===== config.mk =====
export PLATFORM = sky130hd
export DESIGN_NAME = droop_tap_calibrator_flat
export DESIGN_NICKNAME = d
export VERILOG_FILES = /design/src/rtl/droop_tap_calibrator_pkg.sv /design/src/rtl/droop_tap_calibrator_if.sv /design/src/rtl/droop_window_acc.sv /design/src/rtl/droop_tap_calibrator.sv /design/src/flat_wrapper.sv
export SDC_FILE = /design/constraint.sdc
export NUM_CORES = 1
export LEC_CHECK = 0
export CAP_MARGIN = 20
export CORE_MARGIN = 5
export CORE_UTILIZATION = 45
export DETAILED_ROUTE_END_ITERATION = 8
export PLACE_DENSITY_LB_ADDON = 0.15
export RECOVER_POWER = 25
export SYNTH_ARGS = -nofsm -noshare
export SYNTH_HDL_FRONTEND = slang
export SYNTH_HIERARCHICAL = 1
export SYNTH_SLANG_ARGS = --single-unit

===== constraint.sdc =====
create_clock -name clk -period 6.65 [get_ports clk]
set_input_delay 0.9975 -clock clk [delete_from_list [all_inputs] [get_ports clk]]
set_output_delay 0.9975 -clock clk [all_outputs]
set_load 0.01 [all_outputs]

===== src/rtl/droop_tap_calibrator_pkg.sv =====
// Shared definitions for the anti-droop tap calibrator: FSM encoding,
// tap-weight limits, accumulator width helper and trigger edge convention.
package droop_tap_calibrator_pkg;

  localparam int DIN_W = 16;
  localparam int TAPW_W = 7;
  localparam int TAPW_MAX = 63;
  localparam int TAPW_MIN = -64;

  localparam logic [2:0] ST_IDLE   = 3'd0;
  localparam logic [2:0] ST_DELAY  = 3'd1;
  localparam logic [2:0] ST_WIN_A  = 3'd2;
  localparam logic [2:0] ST_GAP    = 3'd3;
  localparam logic [2:0] ST_WIN_B  = 3'd4;
  localparam logic [2:0] ST_UPDATE = 3'd5;

  // Window sums grow by WIN_LOG2 bits so a full-scale window cannot overflow.
  function automatic int sum_width(input int win_log2);
    return DIN_W + win_log2;
  endfunction

  // Rising edge seen on the newer synchroniser stage but not yet on the older.
  function automatic logic trig_edge(input logic newer, input logic older);
    return newer & ~older;
  endfunction

endpackage


===== src/rtl/droop_tap_calibrator_if.sv =====
// Sample/trigger/enable inputs and tap-weight/status outputs of the calibrator.
interface droop_tap_calibrator_if;
  import droop_tap_calibrator_pkg::*;

  logic                     trig;
  logic signed [DIN_W-1:0]  din;
  logic                     cal_en;
  logic signed [TAPW_W-1:0] tapWeight;
  logic                     cal_busy;
  logic                     cal_done;
  logic                     weight_sat;

  modport master (
    output trig, din, cal_en,
    input  tapWeight, cal_busy, cal_done, weight_sat
  );

  modport slave (
    input  trig, din, cal_en,
    output tapWeight, cal_busy, cal_done, weight_sat
  );

endinterface


===== src/rtl/droop_window_acc.sv =====
// Signed window accumulator: sums din for 2^WIN_LOG2 enabled cycles,
// done is high on the cycle the last sample of the window is taken.
module droop_window_acc
  import droop_tap_calibrator_pkg::*;
#(
  parameter int WIN_LOG2 = 4
) (
  input  logic                                    clk,
  input  logic                                    rst_n,
  input  logic                                    clr,
  input  logic                                    en,
  input  logic signed [DIN_W-1:0]                 din,
  output logic signed [sum_width(WIN_LOG2)-1:0]   sum,
  output logic                                    done
);

  localparam int SW = sum_width(WIN_LOG2);

  logic signed [SW-1:0]   sum_reg;
  logic [WIN_LOG2-1:0]    cnt_reg;

  always_ff @(posedge clk or negedge rst_n) begin
    if (!rst_n) begin
      sum_reg <= '0;
      cnt_reg <= '0;
    end else if (clr) begin
      sum_reg <= '0;
      cnt_reg <= '0;
    end else if (en) begin
      sum_reg <= sum_reg + SW'(din);
      cnt_reg <= cnt_reg + (WIN_LOG2)'(1);
    end
  end

  assign sum  = sum_reg;
  assign done = en && (cnt_reg == '1);

endmodule


===== src/rtl/droop_tap_calibrator.sv =====
// Sign-sign tap calibrator: compares early/late window means of each pulse
// and nudges the IIR anti-droop tap weight by one LSB per pulse.
module droop_tap_calibrator
  import droop_tap_calibrator_pkg::*;
#(
  parameter int WIN_LOG2    = 4,
  parameter int DELAY       = 8,
  parameter int GAP         = 64,
  parameter int DEADBAND    = 32,
  parameter int INIT_WEIGHT = 0
) (
  input  logic                    clk,
  input  logic                    rst_n,
  droop_tap_calibrator_if.slave   cal
);

  localparam int SW = sum_width(WIN_LOG2);
  localparam int DW = SW + 1;
  localparam int CW = 16;
  localparam logic signed [DW-1:0]     DB_POS = DW'(DEADBAND);
  localparam logic signed [DW-1:0]     DB_NEG = DW'(-DEADBAND);
  localparam logic signed [TAPW_W-1:0] W_MAX  = TAPW_W'(TAPW_MAX);
  localparam logic signed [TAPW_W-1:0] W_MIN  = TAPW_W'(TAPW_MIN);
  localparam logic signed [TAPW_W-1:0] W_INIT = TAPW_W'(INIT_WEIGHT);

  logic                     trig_a, trig_b, trig_rise;
  logic [2:0]               state_reg, state_next;
  logic [CW-1:0]            cnt_reg;
  logic signed [TAPW_W-1:0] tapw_reg;
  logic                     sat_reg;
  logic                     clr_acc;
  logic [1:0]               en_w, done_w;
  logic signed [SW-1:0]     sum_w [2];
  logic signed [DW-1:0]     diff_w;

  always_ff @(posedge clk or negedge rst_n) begin
    if (!rst_n) begin
      trig_a <= 1'b0;
      trig_b <= 1'b0;
    end else begin
      trig_a <= cal.trig;
      trig_b <= trig_a;
    end
  end

  assign trig_rise = trig_edge(trig_a, trig_b);
  assign clr_acc   = (state_reg == ST_IDLE) && trig_rise && cal.cal_en;
  assign en_w[0]   = (state_reg == ST_WIN_A) && cal.cal_en;
  assign en_w[1]   = (state_reg == ST_WIN_B) && cal.cal_en;

  // Window A (early) is instance 0, window B (late) is instance 1.
  generate
    for (genvar gi = 0; gi < 2; gi++) begin : g_win
      droop_window_acc #(.WIN_LOG2(WIN_LOG2)) u_acc (
        .clk   (clk),
        .rst_n (rst_n),
        .clr   (clr_acc),
        .en    (en_w[gi]),
        .din   (cal.din),
        .sum   (sum_w[gi]),
        .done  (done_w[gi])
      );
    end
  endgenerate

  assign diff_w = DW'(sum_w[1]) - DW'(sum_w[0]);

  always_comb begin
    state_next = state_reg;
    case (state_reg)
      ST_IDLE:   if (trig_rise && cal.cal_en) state_next = (DELAY == 0) ? ST_WIN_A : ST_DELAY;
      ST_DELAY:  if (cnt_reg == CW'(DELAY - 1)) state_next = ST_WIN_A;
      ST_WIN_A:  if (done_w[0]) state_next = (GAP == 0) ? ST_WIN_B : ST_GAP;
      ST_GAP:    if (cnt_reg == CW'(GAP - 1)) state_next = ST_WIN_B;
      ST_WIN_B:  if (done_w[1]) state_next = ST_UPDATE;
      ST_UPDATE: state_next = ST_IDLE;
      default:   state_next = ST_IDLE;
    endcase
    // Dropping enable aborts whatever measurement is running.
    if (!cal.cal_en && state_reg != ST_IDLE) state_next = ST_IDLE;
  end

  always_ff @(posedge clk or negedge rst_n) begin
    if (!rst_n) begin
      state_reg <= ST_IDLE;
      cnt_reg   <= '0;
    end else begin
      state_reg <= state_next;
      if (state_next != state_reg)
        cnt_reg <= '0;
      else if (state_reg == ST_DELAY || state_reg == ST_GAP)
        cnt_reg <= cnt_reg + CW'(1);
    end
  end

  // Late window lower than early window means residual droop: raise the tap.
  always_ff @(posedge clk or negedge rst_n) begin
    if (!rst_n) begin
      tapw_reg <= W_INIT;
      sat_reg  <= 1'b0;
    end else if (state_reg == ST_UPDATE && cal.cal_en) begin
      if (diff_w < DB_NEG) begin
        if (tapw_reg == W_MAX) sat_reg  <= 1'b1;
        else                   tapw_reg <= tapw_reg + TAPW_W'(1);
      end else if (diff_w > DB_POS) begin
        if (tapw_reg == W_MIN) sat_reg  <= 1'b1;
        else                   tapw_reg <= tapw_reg - TAPW_W'(1);
      end
    end
  end

  assign cal.tapWeight  = tapw_reg;
  assign cal.cal_busy   = (state_reg != ST_IDLE);
  assign cal.cal_done   = (state_reg == ST_UPDATE) && cal.cal_en;
  assign cal.weight_sat = sat_reg;

endmodule


===== src/flat_wrapper.sv =====
// flat-port wrapper written by rule: the top's interface ports become plain ports
module droop_tap_calibrator_flat import droop_tap_calibrator_pkg::*;
#(
  parameter int WIN_LOG2    = 4,
  parameter int DELAY       = 8,
  parameter int GAP         = 64,
  parameter int DEADBAND    = 32,
  parameter int INIT_WEIGHT = 0
)
  (clk, rst_n, cal_trig, cal_din, cal_cal_en, cal_tapWeight, cal_cal_busy, cal_cal_done, cal_weight_sat);
  droop_tap_calibrator_if cal_i ();
  input  logic clk;
  input  logic rst_n;
  input wire logic [$bits(cal_i.trig)-1:0] cal_trig;
  input wire logic [$bits(cal_i.din)-1:0] cal_din;
  input wire logic [$bits(cal_i.cal_en)-1:0] cal_cal_en;
  output wire logic [$bits(cal_i.tapWeight)-1:0] cal_tapWeight;
  output wire logic [$bits(cal_i.cal_busy)-1:0] cal_cal_busy;
  output wire logic [$bits(cal_i.cal_done)-1:0] cal_cal_done;
  output wire logic [$bits(cal_i.weight_sat)-1:0] cal_weight_sat;
  assign cal_i.trig = cal_trig;
  assign cal_i.din = cal_din;
  assign cal_i.cal_en = cal_cal_en;
  assign cal_tapWeight = cal_i.tapWeight;
  assign cal_cal_busy = cal_i.cal_busy;
  assign cal_cal_done = cal_i.cal_done;
  assign cal_weight_sat = cal_i.weight_sat;
  droop_tap_calibrator #(.WIN_LOG2(WIN_LOG2), .DELAY(DELAY), .GAP(GAP), .DEADBAND(DEADBAND), .INIT_WEIGHT(INIT_WEIGHT)) u_core (.clk(clk), .rst_n(rst_n), .cal(cal_i));
endmodule

==> results of run 1 <==
==> routing by layer <==
metal	vias up	wire, um	part of all wire	GRT usage
met2	200	8690	0.45	0.332
met3	32	686	0.035	0.0245
li1	3215	-	-	-
met4	0	505	0.026	0.0868
met5	-	0	0	0
met1	3200	9500	0.49	0.305
==> report_power, final <==
group,internal (mW),switching (mW)
clock,0.288,0.204
sequential,0.476,0.00828
combinational,0.0683,0.110
total,0.832,0.323
==> final cells by class <==
type	instances	area share
Tap cell	216	0.0344
Clock buffer	9	0.0286
Sequential cell	77	0.245
Clock inverter	6	0.00827
Multi-Input combinational cell	705	0.627
Inverter	36	0.0172
Timing Repair Buffer	33	0.0395
==> cell usage in the layout, fill, tap and decap left out, types with 4 or more instances in the layout <==
master,n
nor2_1,83
dfrtp_1,77
a21oi_1,65
nand2_1,63
ha_1,62
o21ai_0,42
inv_1,36
clkdlybuf4s50_1,27
nand4_1,27
xor2_1,27
xnor2_1,25
a21o_1,22
mux2i_1,22
nand3_1,19
o211ai_1,17
nor3_1,17
a211oi_1,14
nand2b_1,11
o21a_1,11
and3_1,10
a211o_1,10
or3_1,10
clkbuf_16,9
o21ai_1,9
nor3b_1,9
nor2b_1,8
nor4_1,8
nor4b_1,8
nand3b_1,7
a31oi_1,5
a21boi_0,5
o21ba_2,5
a2111oi_0,4
a22oi_1,4
a32oi_1,4
and4b_1,4
a22o_1,4
==> cell families (layout without fill, tap and decap cells) <==
logic type / after synthesis / in the layout / share of synthesized area
flops: 77 / 77 / 0.271
xor+xnor: 52 / 52 / 0.0640
simple gates: 305 / 305 / 0.223
mux: 23 / 23 / 0.0330
compound gates: 260 / 260 / 0.254
buf+inv: 67 / 84 / 0.0381
fa+ha+maj: 65 / 65 / 0.117
==> final timing paths <==
kind                                               from                      endpoint  cells past startpoint
setup / recovery                                  rst_n  u_core/g_win[1].u_acc/sum[3]                      2
hold / removal                            u_core/trig_a                 u_core/trig_b                      0
setup reg to reg           u_core/g_win[1].u_acc/sum[0]       u_core/cal.tapWeight[4]                     17
hold reg to reg                           u_core/trig_a                 u_core/trig_b                      0
max in group clk           u_core/g_win[1].u_acc/sum[0]       u_core/cal.tapWeight[4]                     17
min in group asynchronous                         rst_n  u_core/g_win[0].u_acc/sum[6]                      1
==> metrics by stage <==
step / hold slack (ns) / area, um^2 / total power [mW]
4_1_cts: 0.385 / 7860 / 1.17
3_3_place_gp: 0.367 / 7570 / 0.663
2_1_floorplan: 0.355 / 7120 / 0.609
6_report: 0.383 / 7860 / 1.16
3_5_place_dp: 0.371 / 7570 / 0.669
5_1_grt: 0.394 / 7860 / 1.21
==> impl_metrics.csv, run 1 <==
group,metric,value,unit
outcome,outcome,"finished with violations",
outcome,violations,"max-capacitance violations, max-slew violations",
final_layout,nNetsFinal,947,
route,detailroute.via_count,6647,
route,routed_wire_length_per_instance,17.9,um
critical_path,worst-path-max-fanout,65,
cts,ctsLongestPathBuffers,2,
route,drt_wl_total,19.4,mm
critical_path,worst-r2r-setup-slack,2.15,ns
sta,tightest_slew,3.64,ns
yosys,synth.area.top_cells,"dfrtp_1 (27%), ha_1 (11%), a21oi_1 (4.6%)",
critical_path,critical_path.top_delay_family,"buffers and inverters",
yosys,ys_ff_latch,77,
yosys,synth_largest_area_cell,"dfrtp_1",
place,place_ws,2.31,ns
final_layout,largest_reg_flops,40,
place,dp.cells,1066,
sta,final.setup.tns,0,ns
critical_path,path_cells,"clkbuf_1, clkbuf_1",
final_layout,synthToLayoutAreaGrowth,10.4,%
yosys,synth-edff-count,0,
sta,finalClockSkew,0.00869,ns
power,static-leakage-power,3.59,nW
final_layout,register_area,0.00193,mm^2
critical_path,critical_path_arrival,4.21,ns
yosys,ys_async_sr_fraction,1.00,
sta,layout_min_cycle_time,4.59,ns
global_route,pin_count_of_the_biggest_net_entering_global_routing,78,
cts,worst_skew_pair.late_latency,0.35,ns
yosys,netlist_area,0.00712,mm^2
cts,clock-sinks,77,
sta,final.setup.worst_slack,2.06,ns
sta,max_slew_headroom,-1.43,
yosys,postSynthAreaPerCell,8.39,um^2
place,hpwl,14.6,mm
critical_path,crit_path_frequent_cell,"clkbuf_1",
floorplanning,num_io_pins,30,
critical_path,setup.worst_path.start_class,"input pin",
sta,setup_repair_after_global_routing_missed_its_margin,"no",
cts,clkSlewWorstSetupHoldPaths,0.06,ns
cts,tritoncts,"built",
final_layout,layoutNonFillerInstCount,1082,
final_layout,multiInputGateArea,0.00493,mm^2
yosys,post-synth-top-area-fraction,0.271,
job,drv.max_cap_violation_count,1,
floorplanning,floorplan.die.width,136,um
cts,cts.hold.buffers_added,0,
cts,cts-htree-levels,3,
cts,post_cts_buffers,0,
critical_path,worstSetupPathType,"input pin to asynchronous set/reset pin",
global_route,grt_antenna_before_repair,0,
hold_path,hold_crit_path_type,"flop to flop",
final_layout,finish.utilization,0.500,
yosys,synthesis.instances,849,
global_route,groute.usage.overall,0.214,
critical_path,worst_path_max_delay_cell,"clkbuf_1",
route,avg_vias_per_cell,6.14,
route,route.antenna.remaining_nets,0,
cts,cts_inserted_buffers,9,
power,power_density,147,mW/mm^2
route,drtIter0Drc,530,
cts,root_buffer,"clkbuf_16",
floorplanning,fp.coreArea,0.0157,mm^2
yosys,synthesis.nets,934,
cts,post_cts_resized,0,
floorplanning,die-area,0.0184,mm^2
global_route,grt_first_pass_wirelength,31.9,mm
route,number_of_drc_violations_after_detailed_routing,0,
sta,finalMaxSlewViolations,66,
global_route,overall_overflow_remaining_after_global_route,0,
critical_path,timing.critical_path.required,6.26,ns
sta,post-route-period-util,0.691,
yosys,seq_area_frac_synth,0.271,
floorplanning,start_util,0.453,
critical_path,critical-path-max-stage-delay,2.60,ns
final_layout,antenna_cells,0,
final_layout,layout-drive-gt1-share,0.0577,
place,port_buffers,29,
yosys,synth.cells.most_frequent,"nor2_1 (84), dfrtp_1 (77), a21oi_1 (65)",
yosys,yosys_warnings,6,
yosys,postSynth.topFlopCell,"dfrtp_1",
global_route,vias_in_the_first_global_route,6318,
floorplanning,fp.dieH,136,um
sta,timing.final.hold_violations,0,
sta,timing.fmax,218,MHz
final_layout,fillerInstances,1478,
power,irDropWorstVdd,0.103,mV
yosys,ys_types,79,
critical_path,critical_path.endpoint_type,"asynchronous set/reset pin",
route,firstDrtPassIters,8,
place,gp_congestion,0.914,
yosys,synthMostInstantiatedCell,"nor2_1",
critical_path,critical_path_buf_inv_count,2,
floorplanning,placementRows,46,
sta,setup_viol_count_final,0,
Power figures use the tool's default switching activity.
==> inputs of run 2 (changes only) <==
Clock period 6.65 ns to 4.2 ns, I/O delays scaled along.
==> impl_metrics.csv, run 2 (synthesis gave the netlist of run 1 again) <==
group,metric,value,unit
final_layout,fillerInstances,1487,
route,detailroute.via_count,6730,
cts,worst_skew_pair.late_latency,0.34,ns
cts,tritoncts,"built",
hold_path,hold_crit_path_type,"flop to flop",
power,irDropWorstVdd,0.185,mV
place,port_buffers,29,
route,avg_vias_per_cell,6.18,
route,firstDrtPassIters,5,
job,drv.max_cap_violation_count,1,
floorplanning,fp.dieH,136,um
critical_path,worst_path_max_delay_cell,"ha_2",
floorplanning,start_util,0.453,
critical_path,critical_path_arrival,4.17,ns
place,gp_congestion,0.974,
route,drt_wl_total,19.2,mm
global_route,grt_first_pass_wirelength,32.0,mm
final_layout,register_area,0.00193,mm^2
final_layout,layoutNonFillerInstCount,1089,
critical_path,crit-reg2reg-launch,"u_core/g_win[0].u_acc/sum[8]",
critical_path,worst-r2r-setup-slack,0.26,ns
final_layout,layout.cells.most_common,"nor2_1",
power,finalPower,1.81,mW
critical_path,worst-path-max-fanout,11,
final_layout,largest_reg_flops,40,
global_route,groute.usage.overall,0.213,
global_route,grt_antenna_before_repair,0,
floorplanning,die-area,0.0184,mm^2
cts,cts-htree-levels,3,
route,routed_wire_length_per_instance,17.6,um
critical_path,worstSetupStartpoint,"u_core/g_win[0].u_acc/sum[8]",
sta,layout_min_cycle_time,3.94,ns
final_layout,layout-drive-gt1-share,0.0813,
critical_path,r2r.worst_path.cells,16,
power,static-leakage-power,3.65,nW
final_layout,layout_common_cells,"nor2_1 (83), dfrtp_1 (77), a21oi_1 (63)",
final_layout,multiInputGateArea,0.00502,mm^2
critical_path,setup.worst_path.start_class,"flop",
sta,max_slew_headroom,-0.788,
critical_path,rr_endpoint,"u_core/cal.tapWeight[4]",
cts,ctsLongestPathBuffers,2,
floorplanning,fp.coreArea,0.0157,mm^2
route,number_of_drc_violations_after_detailed_routing,0,
cts,clkSlewWorstSetupHoldPaths,0.07,ns
sta,tightest_slew,2.68,ns
place,hpwl,14.4,mm
cts,cts.hold.buffers_added,0,
sta,post-route-period-util,0.938,
critical_path,critical_path.top_delay_family,"simple AND/OR/NAND/NOR gates",
sta,finalClockSkew,0.00887,ns
global_route,overall_overflow_remaining_after_global_route,0,
critical_path,critical_path_depth,16,
cts,root_buffer,"clkbuf_16",
sta,finalMaxSlewViolations,48,
critical_path,critical-path-max-stage-delay,0.43,ns
critical_path,timing.critical_path.required,4.43,ns
final_layout,synthToLayoutAreaGrowth,12.5,%
floorplanning,floorplan.die.width,136,um
route,drtIter0Drc,556,
final_layout,nNetsFinal,953,
outcome,outcome,"finished with violations",
route,route.antenna.remaining_nets,0,
global_route,pin_count_of_the_biggest_net_entering_global_routing,59,
outcome,violations,"max-capacitance violations, max-slew violations",
critical_path,critical_path_buf_inv_count,1,
power,power_density,226,mW/mm^2
cts,clock-sinks,77,
critical_path,crit_path_frequent_cell,"nand4_1",
place,dp.cells,1071,
final_layout,antenna_cells,0,
sta,timing.final.hold_violations,0,
critical_path,worst_setup_path_endpoint,"u_core/cal.tapWeight[4]",
critical_path,worstSetupPathType,"flop to flop",
critical_path,path_cells,"inv_1, ha_2, nand4_1, nor4_1, a21boi_1, or4_1, nand4_1, nor4_2, nand3_1, nand2_2, xor2_1, ha_1, or2_2, a2111oi_4, o21ai_1, xnor2_1",
global_route,vias_in_the_first_global_route,6495,
critical_path,critical_path.endpoint_type,"flop",
sta,timing.fmax,254,MHz
floorplanning,num_io_pins,30,
floorplanning,placementRows,46,
cts,cts_inserted_buffers,9,
sta,setup_viol_count_final,0,
## run 2: repair_timing
item	CTS	global route
buffers inserted	0	2
gates resized for setup	0	21
setup endpoints to repair	0	2
## run 2: cell type report
type                            instances  share of cell area
Timing Repair Buffer                   39              0.0464
Multi-Input combinational cell        705               0.627
Tap cell                              216              0.0337
Clock inverter                          6             0.00578
Clock buffer                           10              0.0298
Inverter                               36              0.0169
Sequential cell                        77               0.241
## run 2: how the worst min path moves through the flow
stage,slack [ns],from,endpoint,cells past startpoint
6_report,0.41,u_core/trig_a,u_core/trig_b,0
5_1_grt,0.42,u_core/trig_a,u_core/trig_b,0
4_1_cts,0.33,rst_n,u_core/g_win[0].u_acc/sum[4],1
3_5_place_dp,0.39,u_core/trig_a,u_core/trig_b,0
3_3_place_gp,0.38,u_core/trig_a,u_core/trig_b,0
2_1_floorplan,0.33,rst_n,u_core/cal.tapWeight[0],0
## run 2: per-layer routing
layer / GRT usage / vias to the layer above / wire [um]
met5: 0 / - / 0
met4: 0.0644 / 0 / 439
met3: 0.0327 / 33 / 933
met2: 0.332 / 228 / 8530
met1: 0.304 / 3243 / 9310
li1: - / 3226 / -
## run 2: report_power, final
part           leakage (nW)  total, mW  internal [mW]  switching, mW
Sequential             1.07      0.765          0.753         0.0123
Combinational          2.44      0.291          0.116          0.176
Clock                 0.141      0.755          0.422          0.334
Total                  3.65       1.81           1.29          0.522
## run 2: per-stage QoR
step / hold WS, ns / worst slack [ns] / utilization / setup TNS (ns) / area [um^2]
after floorplan: 0.334 / 0.444 / - / 0 / 7120
after detailed placement: 0.391 / 0.0737 / 0.485 / 0 / 7620
final: 0.414 / 0.261 / 0.510 / 0 / 8010
after CTS: 0.331 / 0.0356 / 0.503 / 0 / 7910
after global placement: 0.378 / 0.185 / 0.485 / 0 / 7620
after global routing: 0.422 / -0.0480 / 0.510 / -0.0841 / 8010
==> inputs of run 3 (changes only) <==
Settings changed: CORE_UTILIZATION 45 to 40, RECOVER_POWER 25 to unset.
==> impl_metrics.csv, run 3 (synthesis gave the netlist of run 1 again) <==
group,metric,value,unit
sta,final.setup.worst_slack,0.298,ns
route,drt_wl_total,18.7,mm
global_route,groute.usage.overall,0.187,
global_route,overall_overflow_remaining_after_global_route,0,
route,route.antenna.remaining_nets,0,
critical_path,critical_path_buf_inv_count,1,
sta,tightest_slew,0.782,ns
cts,cts.hold.buffers_added,0,
cts,cts_inserted_buffers,9,
global_route,pin_count_of_the_biggest_net_entering_global_routing,78,
critical_path,critical_path.endpoint_type,"flop",
cts,tritoncts,"built",
critical_path,critical_path.top_delay_family,"simple AND/OR/NAND/NOR gates",
floorplanning,placementRows,48,
floorplanning,fp.dieH,143,um
final_layout,finish.utilization,0.467,
floorplanning,floorplan.die.width,143,um
critical_path,timing.critical_path.required,4.43,ns
floorplanning,start_util,0.410,
final_layout,layout-drive-gt1-share,0.0871,
floorplanning,num_io_pins,30,
final_layout,layout.cells.most_common,"nor2_1",
place,gp_congestion,0.889,
critical_path,crit_path_frequent_cell,"ha_1",
sta,final.setup.tns,0,ns
critical_path,critical_path_arrival,4.13,ns
cts,cts-htree-levels,3,
sta,post-route-period-util,0.929,
power,power_density,239,mW/mm^2
final_layout,layout_common_cells,"nor2_1 (83), dfrtp_1 (77), a21oi_1 (64)",
critical_path,path_cells,"inv_1, ha_1, nand2_1, nor4_2, a21boi_1, or4_1, nand4_1, nor4_4, nand3_2, nand2_2, xor2_1, ha_1, or2_2, a2111oi_2, o21ai_1, xnor2_1",
sta,finalClockSkew,0.00527,ns
final_layout,design_area,0.00811,mm^2
place,dpl_cell_area,0.00763,mm^2
sta,timing.fmax,256,MHz
place,hpwl,14.0,mm
route,firstDrtPassIters,5,
global_route,grt_antenna_before_repair,0,
hold_path,hold_crit_path_type,"input pin to asynchronous set/reset pin",
route,avg_vias_per_cell,5.87,
power,power.internal,1.41,mW
global_route,vias_in_the_first_global_route,6067,
place,port_buffers,29,
cts,clock-sinks,77,
power,switching_fraction_of_total_power,0.273,
power,finalPower,1.94,mW
sta,worst_hold_slack,0.174,ns
cts,root_buffer,"clkbuf_16",
final_layout,antenna_cells,0,
sta,finalMaxSlewViolations,0,
power,seq_power_share,0.394,
power,static-leakage-power,3.68,nW
place,dp.cells,1080,
route,number_of_drc_violations_after_detailed_routing,0,
cts,clkSlewWorstSetupHoldPaths,0.07,ns
critical_path,worstSetupStartpoint,"u_core/g_win[0].u_acc/sum[12]",
final_layout,layoutNonFillerInstCount,1098,
critical_path,worst-path-max-fanout,8,
place,place_ws,0.0890,ns
cts,ctsLongestPathBuffers,2,
sta,layout_min_cycle_time,3.90,ns
critical_path,worst_path_max_delay_cell,"ha_1",
sta,timing.final.hold_violations,0,
job,drv.max_cap_violation_count,0,
route,drtIter0Drc,504,
final_layout,largest_reg_flops,40,
critical_path,critical-path-max-stage-delay,0.45,ns
global_route,grt_first_pass_wirelength,31.2,mm
sta,max_slew_headroom,0.476,
floorplanning,fp.coreArea,0.0174,mm^2
cts,worst_skew_pair.late_latency,0.35,ns
critical_path,setup.worst_path.start_class,"flop",
critical_path,crit-reg2reg-launch,"u_core/g_win[0].u_acc/sum[12]",
sta,setup_viol_count_final,0,
power,irDropWorstVdd,0.162,mV
final_layout,synthToLayoutAreaGrowth,13.9,%
power,switchingPower,530,uW
route,routed_wire_length_per_instance,17.0,um
outcome,outcome,"finished, final reports clean",
power,share_comb_of_total_power,0.147,
floorplanning,die-area,0.0206,mm^2
route,detailroute.via_count,6444,
critical_path,worstSetupPathType,"flop to flop",
power,clock_power_share,0.458,
sta,setup_repair_after_global_routing_missed_its_margin,"no",
final_layout,nNetsFinal,953,
run 3: layer usage:
layer / track usage / part of all wire
met5: 0 / 0
met4: 0.0585 / 0.018
met3: 0.0220 / 0.037
met2: 0.281 / 0.44
met1: 0.280 / 0.51
run 3: worst paths after layout:
kind                                           endpoint  slack [ns]  cells past startpoint
setup / recovery                u_core/cal.tapWeight[4]        0.30                     16
hold / removal             u_core/g_win[0].u_acc/sum[7]        0.17                      1
setup reg to reg                u_core/cal.tapWeight[4]        0.30                     16
hold reg to reg                           u_core/trig_b        0.38                      0
max in group asynchronous             u_core/cnt_reg[1]        3.43                      2
min in group clk                          u_core/trig_b        0.38                      0
run 3: power groups by stage:
| stage | logic, mW | clock network (mW) | registers (mW) |
|---|---|---|---|
| finish | 0.285 | 0.889 | 0.765 |
| global placement | 0.276 | 0 | 0.779 |
| floorplan | 0.188 | 0 | 0.776 |
| CTS | 0.276 | 0.921 | 0.765 |
| detailed placement | 0.274 | 0 | 0.779 |
| global route | 0.322 | 0.951 | 0.767 |
run 3: layout make-up:
class | count | area [um^2]
clock inverters | 6 | 92.6
fillers | 1708 | 9250
flip-flops and latches | 77 | 1930
well taps | 225 | 282
multi-input cells | 705 | 5040
inverters | 36 | 135
clock buffers | 10 | 239
repair buffers | 39 | 395
run 3: what timing repair did:
action                                  4_1_cts  5_1_grt
setup buffers                                 0        1
gates resized for setup                       0       26
endpoints found under the setup margin        0        3
